File: config.mk
export PLATFORM = sky130hd
export DESIGN_NAME = seg7_decoder
export DESIGN_NICKNAME = d
export VERILOG_FILES = /design/src/rtl/seg7_pkg.sv /design/src/rtl/seg7_lut.sv /design/src/rtl/seg7_decoder.sv
export SDC_FILE = /design/constraint.sdc
export NUM_CORES = 1
export LEC_CHECK = 0
export BUFFER_PORTS_ARGS = -buffer_cell sky130_fd_sc_hd__buf_4
export CAP_MARGIN = 20
export CELL_PAD_IN_SITES_DETAIL_PLACEMENT = 0
export CELL_PAD_IN_SITES_GLOBAL_PLACEMENT = 1
export CORE_MARGIN = 1.5
export CORE_UTILIZATION = 37
export DETAILED_ROUTE_END_ITERATION = 16
export PLACE_DENSITY_LB_ADDON = 0.05
export SYNTH_ARGS = -nofsm -noshare
export SYNTH_HDL_FRONTEND = slang
export SYNTH_HIERARCHICAL = 1
export SYNTH_SLANG_ARGS = --single-unit
File: constraint.sdc
create_clock -name clk -period 2.35 [get_ports clk]
set_input_delay 0.1175 -clock clk [delete_from_list [all_inputs] [get_ports clk]]
set_output_delay 0.1175 -clock clk [all_outputs]
set_load 0.05 [all_outputs]
File: src/rtl/seg7_pkg.sv
// Shared segment types and glyph constants for the single-digit 7-segment decoder.
// Segment vectors are ordered ABCDEFG with A in bit 6.
package seg7_pkg;

    typedef logic [6:0] seg_t;

    localparam seg_t SEG_0     = 7'b1111110;
    localparam seg_t SEG_1     = 7'b0110000;
    localparam seg_t SEG_2     = 7'b1101101;
    localparam seg_t SEG_3     = 7'b1111001;
    localparam seg_t SEG_4     = 7'b0110011;
    localparam seg_t SEG_5     = 7'b1011011;
    localparam seg_t SEG_6     = 7'b1011111;
    localparam seg_t SEG_7     = 7'b1110000;
    localparam seg_t SEG_8     = 7'b1111111;
    localparam seg_t SEG_9     = 7'b1111011;
    localparam seg_t SEG_A     = 7'b1110111;
    localparam seg_t SEG_B     = 7'b0011111;
    localparam seg_t SEG_C     = 7'b1001110;
    localparam seg_t SEG_D     = 7'b0111101;
    localparam seg_t SEG_E     = 7'b1001111;
    localparam seg_t SEG_F     = 7'b1000111;
    localparam seg_t SEG_BLANK = 7'b0000000;

endpackage

File: src/rtl/seg7_lut.sv
// Combinational value-to-glyph map, always in active-high polarity.
// In BCD mode codes 10..15 blank the digit and light DP as an error flag.
module seg7_lut
    import seg7_pkg::*;
#(
    parameter int unsigned HEX_MODE = 0
) (
    input  logic [3:0] value,
    output seg_t       segments,
    output logic       dp
);

    always_comb begin
        segments = SEG_BLANK;
        dp       = 1'b0;
        case (value)
            4'h0: segments = SEG_0;
            4'h1: segments = SEG_1;
            4'h2: segments = SEG_2;
            4'h3: segments = SEG_3;
            4'h4: segments = SEG_4;
            4'h5: segments = SEG_5;
            4'h6: segments = SEG_6;
            4'h7: segments = SEG_7;
            4'h8: segments = SEG_8;
            4'h9: segments = SEG_9;
            4'hA: segments = SEG_A;
            4'hB: segments = SEG_B;
            4'hC: segments = SEG_C;
            4'hD: segments = SEG_D;
            4'hE: segments = SEG_E;
            4'hF: segments = SEG_F;
            default: segments = SEG_BLANK;
        endcase
        if (HEX_MODE == 0 && value > 4'd9) begin
            segments = SEG_BLANK;
            dp       = 1'b1;
        end
    end

endmodule

File: src/rtl/seg7_decoder.sv
// Registered single-digit 7-segment decoder: one cycle of latency from {a,b,c,d}
// to the segment pins, with optional active-low segment/DP polarity.
module seg7_decoder
    import seg7_pkg::*;
#(
    parameter int unsigned HEX_MODE       = 0,
    parameter int unsigned SEG_ACTIVE_LOW = 0
) (
    input  logic clk,
    input  logic rst,
    input  logic a,
    input  logic b,
    input  logic c,
    input  logic d,
    output logic A,
    output logic B,
    output logic C,
    output logic D,
    output logic E,
    output logic F,
    output logic G,
    output logic DP,
    output logic W
);

    // XOR mask applied to {A..G, DP}; W is deliberately excluded.
    localparam logic [7:0] POL_MASK = (SEG_ACTIVE_LOW != 0) ? 8'hFF : 8'h00;

    seg_t       segments;
    logic       dp;
    logic [7:0] pins_q;
    logic       enable_q;

    seg7_lut #(
        .HEX_MODE(HEX_MODE)
    ) u_lut (
        .value   ({a, b, c, d}),
        .segments(segments),
        .dp      (dp)
    );

    // Reset blanks the digit at its unlit level, which depends on polarity.
    always_ff @(posedge clk) begin
        if (rst) begin
            pins_q   <= POL_MASK;
            enable_q <= 1'b0;
        end else begin
            pins_q   <= {segments, dp} ^ POL_MASK;
            enable_q <= 1'b1;
        end
    end

    assign {A, B, C, D, E, F, G, DP} = pins_q;
    assign W = enable_q;

endmodule

==> flow_summary_export.csv, run 1 <==
group,metric,value,unit
logic_synthesis,ys_warn_count,6,
die,rows,12,
logic_synthesis,yosys.area.top_type_share,0.374,
logic_synthesis,synth_seq_cells,9,
critical_path,worstSetupStartpointType,"input pin",
sta,rsz0062_at_grt,"false",
cts,numClockSinks,9,
critical_path,crit_chain,"buf_4, inv_1, ha_1, o21ai_1, o22a_1, o22ai_1, nor2b_1",
sta,tightestPinTransition,244,ps
critical_path,path_class,"input pin to register",
die,start_util,0.417,
global_routing,grt_util_all_layers,0.122,
placed_design,dp_slack,1110,ps
die,io_pins,15,
critical_path,crit_family,"compound AO/OA/AOI/OAI gates",
critical_path,crit_path_max_fanout,6,
global_routing,grt_pass1_vias,328,
cts,clkSlewWorstSetupHoldPaths,50,ps
sta,period_needed,1010,ps
global_routing,grt_max_degree,13,
placed_design,port_buffers,14,
sta,setup_viol,0,
route,drtAntennaViolNets,0,
sta,hold_viol,0,
route,routedWlPerCell,10.2,um
route,routed.top_layer,"met3",
global_routing,gr-total-overflow,0,
logic_synthesis,synth_fp_nets,63,
sta,slew_viol_final,0,
final_layout,seqCellArea,180,sq um
critical_path,cpPeakStageDelay,270,ps
route,routed_wl,823,um
final_layout,multi_input_area,267,sq um
logic_synthesis,yosysTopAreaCell,"dfxtp_1",
logic_synthesis,syn_area,482,sq um
outcome,status,"finished, final reports clean",
cts,cts_made_buffers,3,
route,dr_wl_met3,60,um
final_layout,fin_nets,80,
route,drt_pass1_iterations,1,
critical_path,end_kind,"register",
die,die_y,39.1,um
sta,max_slew_margin,0.837,
route,drc,0,
cts,cts_setup_buffers,0,
power,p_leak,0.301,nW
final_layout,final_cells,81,
critical_path,cp.arrival,1190,ps
sta,fin_setup_tns,0,ps
hold_path,hp-class,"input pin to register",
final_layout,area_delta_synth_final,27.5,%
die,die-width,39.1,um
route,vias,363,
placed_design,dp_cells,77,
die,dieArea,1530,sq um
sta,max_freq,986,MHz
critical_path,crit_buf_inv,2,
final_layout,drive_gt1_frac,0.313,
cts,cts_tree,"done",
cts,htreeDepth,1,
sta,setup_ws,1340,ps
placed_design,place_area,588,sq um
final_layout,fin_area,614,sq um
die,fp.coreArea,1160,sq um
global_routing,grt_first_pass_wirelength,1280,um
route,drt_iter0_markers,0,
logic_synthesis,yosys-top-cells-area,"dfxtp_1 (37%), ha_1 (16%), nor2b_1 (10%)",
placed_design,place_hpwl,642,um
cts,cts_resized,0,
flow_run,max_cap_violations,0,
final_layout,nFillCells,120,
final_layout,diodes,0,
global_routing,antenna_found_initial,0,
logic_synthesis,seq_area_frac_synth,0.374,
cts,postCtsHoldBufs,0,
cts,cts-root-buf,"clkbuf_4",
final_layout,utilization,0.531,
critical_path,crit_slowest_cell,"ha_1",
cts,cts_buffer_depth,2,
sta,post-route-period-util,0.431,
logic_synthesis,yosysUniqueCellTypes,19,
route,via_per_inst,4.48,
route,drt-met1-wl,372,um
logic_synthesis,avgSynthCellArea,9.45,sq um
critical_path,critical_path_required,2530,ps
logic_synthesis,syn_inst,51,
power,power_density,623,nW/um^2
route,wl_met2,390,um
placed_design,gp_congestion,0.725,
power,vdd_ir_drop_max,0.176,mV
## cell usage in the layout, fill, tap and decap left out, types with 2 or more instances in the layout
cell type | netlist | routed
ha_1 | 6 | 6
o22ai_1 | 3 | 3
nor2b_1 | 8 | 8
nand2_1 | 3 | 3
a21oi_1 | 4 | 4
o22a_1 | 2 | 2
buf_4 | 0 | 14
dfxtp_1 | 9 | 9
clkbuf_4 | 0 | 3
inv_1 | 5 | 5
## where the power goes
group	internal, mW	switching, mW
logic	0.0410	0.0662
registers	0.163	0.00249
clock network	0.0649	0.0454
## cell type report
cell class	instances	share of cell area
Multi-Input combinational cell	35	0.434
Sequential cell	9	0.293
Timing Repair Buffer	14	0.171
Clock buffer	4	0.0428
Inverter	5	0.0305
Tap cell	14	0.0285
## flip-flops by register name (all words and copies together) (netlist names)
name	flops
W	1
pins_q	8
## through the flow
stage / power, mW / hold WS [ps]
after floorplan: 0.245 / 174
after global placement: 0.276 / 343
after detailed placement: 0.275 / 344
after CTS: 0.387 / 86.3
after global routing: 0.404 / 90.9
final: 0.383 / 92.5
## kinds of logic after synthesis
group,synth area share
adder cells (fa/ha/maj),0.156
AND/OR/NAND/NOR,0.166
AO/OA/AOI/OAI,0.200
buffers and inverters,0.0727
multiplexers,0.0312
flip-flops,0.374
## routing by layer
| layer | vias up | global-route usage |
|---|---|---|
| li1 | 201 | - |
| met3 | 0 | 0.0173 |
| met5 | - | 0 |
| met2 | 13 | 0.229 |
| met1 | 149 | 0.131 |
| met4 | 0 | 0.0517 |
## cells in the mapped netlist (all sizes together)
cell,instances
o21ai,2
a21oi,4
nand2b,1
buf,2
o22a,2
mux2,1
ha,6
dfxtp,9
o32ai,1
o22ai,3
inv,5
o21ba,1
nor2,1
a21o,1
nand2,3
nor2b,9
## final timing paths
path	startpoint	endpoint	slack, ps	depth (start not counted)
hold / removal	rst	W	90	2
setup / recovery	c	pins_q[7]	1340	7
Power figures use the tool's default switching activity.
==> run 2, diff against run 1 <==
--- a/config.mk
+++ b/config.mk
@@ -10,7 +10,7 @@
 export CELL_PAD_IN_SITES_DETAIL_PLACEMENT = 0
 export CELL_PAD_IN_SITES_GLOBAL_PLACEMENT = 1
 export CORE_MARGIN = 1.5
-export CORE_UTILIZATION = 37
+export CORE_UTILIZATION = 34
 export DETAILED_ROUTE_END_ITERATION = 16
 export PLACE_DENSITY_LB_ADDON = 0.05
 export SYNTH_ARGS = -nofsm -noshare
==> constraint.sdc (replaced) <==
create_clock -name clk -period 1 [get_ports clk]
set_input_delay 0.05 -clock clk [delete_from_list [all_inputs] [get_ports clk]]
set_output_delay 0.05 -clock clk [all_outputs]
set_load 0.05 [all_outputs]
==> flow_summary_export.csv, run 2 (synthesis gave the netlist of run 1 again) <==
group,metric,value,unit
final_layout,area_delta_synth_final,39.2,%
die,die-width,40.6,um
sta,max_slew_margin,0.849,
critical_path,end_kind,"register",
critical_path,cp.arrival,1050,ps
final_layout,seqCellArea,180,sq um
global_routing,grt_max_degree,13,
power,finalPower,0.920,mW
final_layout,final_common_cell,"buf_4",
final_layout,nFillCells,132,
final_layout,drive_gt1_frac,0.392,
final_layout,multi_input_area,269,sq um
sta,max_freq,1160,MHz
placed_design,place_area,642,sq um
hold_path,min_from,"rst",
route,drt_iter0_markers,5,
global_routing,grt_pass1_vias,343,
die,start_util,0.366,
sta,slew_viol_final,0,
hold_path,hp-class,"input pin to register",
global_routing,grt_first_pass_wirelength,1300,um
global_routing,gr-total-overflow,0,
sta,fin_setup_tns,0,ps
placed_design,gp_congestion,0.740,
final_layout,final_cell_mix,"buf_4 (21), dfxtp_1 (9), nor2b_1 (8)",
cts,postCtsHoldBufs,0,
sta,period_needed,861,ps
final_layout,fin_nets,87,
die,dieArea,1650,sq um
cts,cts_buffer_depth,2,
power,p_leak,0.334,nW
flow_run,max_cap_violations,0,
sta,rsz0062_at_grt,"false",
final_layout,largest_register_ff_count,8,
route,drc,0,
hold_path,hold_path_end,"W",
sta,tightestPinTransition,226,ps
power,vdd_ir_drop_max,0.355,mV
cts,cts_setup_buffers,0,
die,io_pins,15,
final_layout,regMostFlops,"pins_q",
critical_path,crit_chain,"buf_4, inv_1, ha_1, o21ai_1, o22a_1, o22ai_1, nor2b_1",
global_routing,antenna_found_initial,0,
critical_path,crit_start,"c",
cts,cts_tree,"done",
sta,hold_viol,0,
sta,setup_viol,0,
placed_design,dp_slack,-109,ps
final_layout,diodes,0,
global_routing,grt_util_all_layers,0.120,
placed_design,port_buffers,14,
cts,clkSlewWorstSetupHoldPaths,60,ps
sta,setup_ws,139,ps
die,die_y,40.6,um
critical_path,critical_path_required,1190,ps
cts,cts_resized,0,
cts,htreeDepth,1,
critical_path,worstSetupStartpointType,"input pin",
cts,numClockSinks,9,
route,via_per_inst,4.46,
placed_design,place_hpwl,676,um
final_layout,final_cells,89,
power,power_density,1370,nW/um^2
critical_path,crit_path_max_fanout,5,
sta,post-route-period-util,0.861,
sta,hold_ws,18.9,ps
placed_design,dp_cells,85,
route,routed_wl,844,um
critical_path,crit_slowest_cell,"ha_1",
route,vias,397,
route,routedWlPerCell,9.48,um
final_layout,utilization,0.509,
cts,cts_made_buffers,3,
die,fp.coreArea,1320,sq um
critical_path,cpPeakStageDelay,250,ps
cts,cts-root-buf,"clkbuf_4",
outcome,status,"finished, final reports clean",
critical_path,path_class,"input pin to register",
die,rows,13,
route,drt_pass1_iterations,4,
hold_path,min_delay_path_depth,2,
final_layout,fin_area,671,sq um
route,drtAntennaViolNets,0,
run 2: worst max path at each step:
stage,cells past startpoint,endpoint
6_report,7,pins_q[4]
5_1_grt,7,pins_q[7]
4_1_cts,7,pins_q[7]
3_5_place_dp,7,pins_q[7]
3_3_place_gp,7,pins_q[4]
2_1_floorplan,6,pins_q[5]
run 2: power breakdown:
| part | switching, mW | internal [mW] | total [mW] |
|---|---|---|---|
| registers | 0.00540 | 0.382 | 0.388 |
| logic | 0.160 | 0.113 | 0.274 |
| clock network | 0.106 | 0.152 | 0.258 |
| total | 0.272 | 0.648 | 0.920 |
run 2: cell type report:
class                           instances  area share
Sequential cell                         9       0.269
Inverter                                5      0.0280
Clock buffer                            4      0.0392
Tap cell                               15      0.0280
Timing Repair Buffer                   21       0.235
Multi-Input combinational cell         35       0.401
run 2: layer usage:
metal | vias to the layer above | track usage | wire, um
li1 | 216 | - | -
met5 | - | 0 | 0
met1 | 167 | 0.137 | 388
met2 | 14 | 0.206 | 390
met3 | 0 | 0.0326 | 64
met4 | 0 | 0.0500 | 0
run 2: critical path: cells and delay by family:
kind / cells / cell delay (ps)
buffers and inverters: 2 / 220
adders and majority gates: 1 / 250
and+or+nand+nor: 1 / 140
AOI/OAI and AO/OA: 3 / 400
==> run 3, diff against run 2 <==
--- a/config.mk
+++ b/config.mk
@@ -13,6 +13,7 @@
 export CORE_UTILIZATION = 34
 export DETAILED_ROUTE_END_ITERATION = 16
 export PLACE_DENSITY_LB_ADDON = 0.05
+export REMOVE_ABC_BUFFERS = 1
 export SYNTH_ARGS = -nofsm -noshare
 export SYNTH_HDL_FRONTEND = slang
 export SYNTH_HIERARCHICAL = 1
==> flow_summary_export.csv, run 3 (synthesis gave the netlist of run 1 again) <==
group,metric,value,unit
sta,period_needed,852,ps
sta,hold_viol,0,
placed_design,port_buffers,14,
cts,cts-root-buf,"clkbuf_4",
cts,htreeDepth,1,
die,fp.coreArea,1320,sq um
cts,cts_tree,"done",
route,drt-met1-wl,359,um
die,die-width,40.6,um
cts,numClockSinks,9,
final_layout,final_common_cell,"buf_4",
critical_path,cp.arrival,1040,ps
sta,setup_ws,148,ps
route,drc,0,
global_routing,antenna_found_initial,0,
route,routedWlPerCell,9.51,um
global_routing,grt_max_degree,13,
route,dr_wl_met3,63,um
critical_path,critical_path_required,1190,ps
outcome,status,"finished, final reports clean",
route,routed_wl,837,um
global_routing,grt_util_all_layers,0.119,
sta,max_freq,1170,MHz
power,vdd_ir_drop_max,0.380,mV
final_layout,nFillCells,135,
final_layout,regMostFlops,"pins_q",
power,finalPower,0.917,mW
die,dieArea,1650,sq um
placed_design,dp_slack,-103,ps
route,wl_met2,414,um
critical_path,crit_path_max_fanout,5,
sta,slew_viol_final,0,
sta,hold_ws,18.0,ps
cts,cts_setup_buffers,0,
sta,rsz0062_at_grt,"false",
critical_path,path_class,"input pin to register",
cts,postCtsHoldBufs,0,
power,p_leak,0.331,nW
cts,clkSlewWorstSetupHoldPaths,50,ps
final_layout,drive_gt1_frac,0.370,
die,die_y,40.6,um
sta,tightestPinTransition,245,ps
die,start_util,0.366,
die,io_pins,15,
placed_design,place_area,634,sq um
cts,cts_made_buffers,3,
final_layout,largest_register_ff_count,8,
route,routed.top_layer,"met3",
global_routing,grt_first_pass_wirelength,1210,um
critical_path,worstSetupStartpointType,"input pin",
final_layout,fin_area,661,sq um
placed_design,place_hpwl,689,um
global_routing,grt_pass1_vias,322,
route,via_per_inst,4.45,
hold_path,min_delay_path_depth,2,
flow_run,max_cap_violations,0,
power,power_density,1390,nW/um^2
die,rows,13,
global_routing,gr-total-overflow,0,
final_layout,diodes,0,
sta,setup_viol,0,
final_layout,area_delta_synth_final,37.1,%
route,vias,392,
route,drt_iter0_markers,5,
sta,max_slew_margin,0.836,
sta,post-route-period-util,0.852,
cts,cts_resized,0,
hold_path,hp-class,"input pin to register",
final_layout,final_cell_mix,"buf_4 (20), dfxtp_1 (9), nor2b_1 (8)",
route,drtAntennaViolNets,0,
placed_design,gp_congestion,0.737,
final_layout,fin_nets,86,
route,drt_pass1_iterations,3,
cts,cts_buffer_depth,2,
critical_path,end_kind,"register",
run 3: changes by cell type in the layout (fill, tap and decap cells not counted), sizes merged:
cell	previous run	this run
buf	21	20
run 3: report_power, final:
group	internal (mW)	switching, mW
registers	0.382	0.00569
clock network	0.153	0.108
logic	0.110	0.158
run 3: area by class of cell:
cell class	instances	area, sq um	share of cell area
Tap cell	15	18.8	0.0284
Inverter	5	18.8	0.0284
Sequential cell	9	180	0.273
Timing Repair Buffer	20	150	0.227
Clock buffer	4	26.3	0.0398
Multi-Input combinational cell	35	267	0.403
run 3: through the flow:
stage	utilization	std cells	setup TNS [ps]
after floorplan	-	49	0
after global placement	0.481	84	-569
after detailed placement	0.481	84	-633
after CTS	0.501	88	0
after global routing	0.501	88	0
final	0.501	88	0
run 3: path summary, 6_finish.rpt:
kind              start        end
setup / recovery      c  pins_q[7]
hold / removal      rst          W
run 3: critical path, cell delays in order:
cell	delay (ps)
buf_4	120
inv_1	100
ha_1	250
o21ai_1	110
o22a_1	170
o22ai_1	110
nor2b_1	130
run 3: per-layer routing:
layer	up-vias	GRT usage
li1	215	-
met1	163	0.119
met2	14	0.202
met3	0	0.0326
met4	0	0.100
met5	-	0
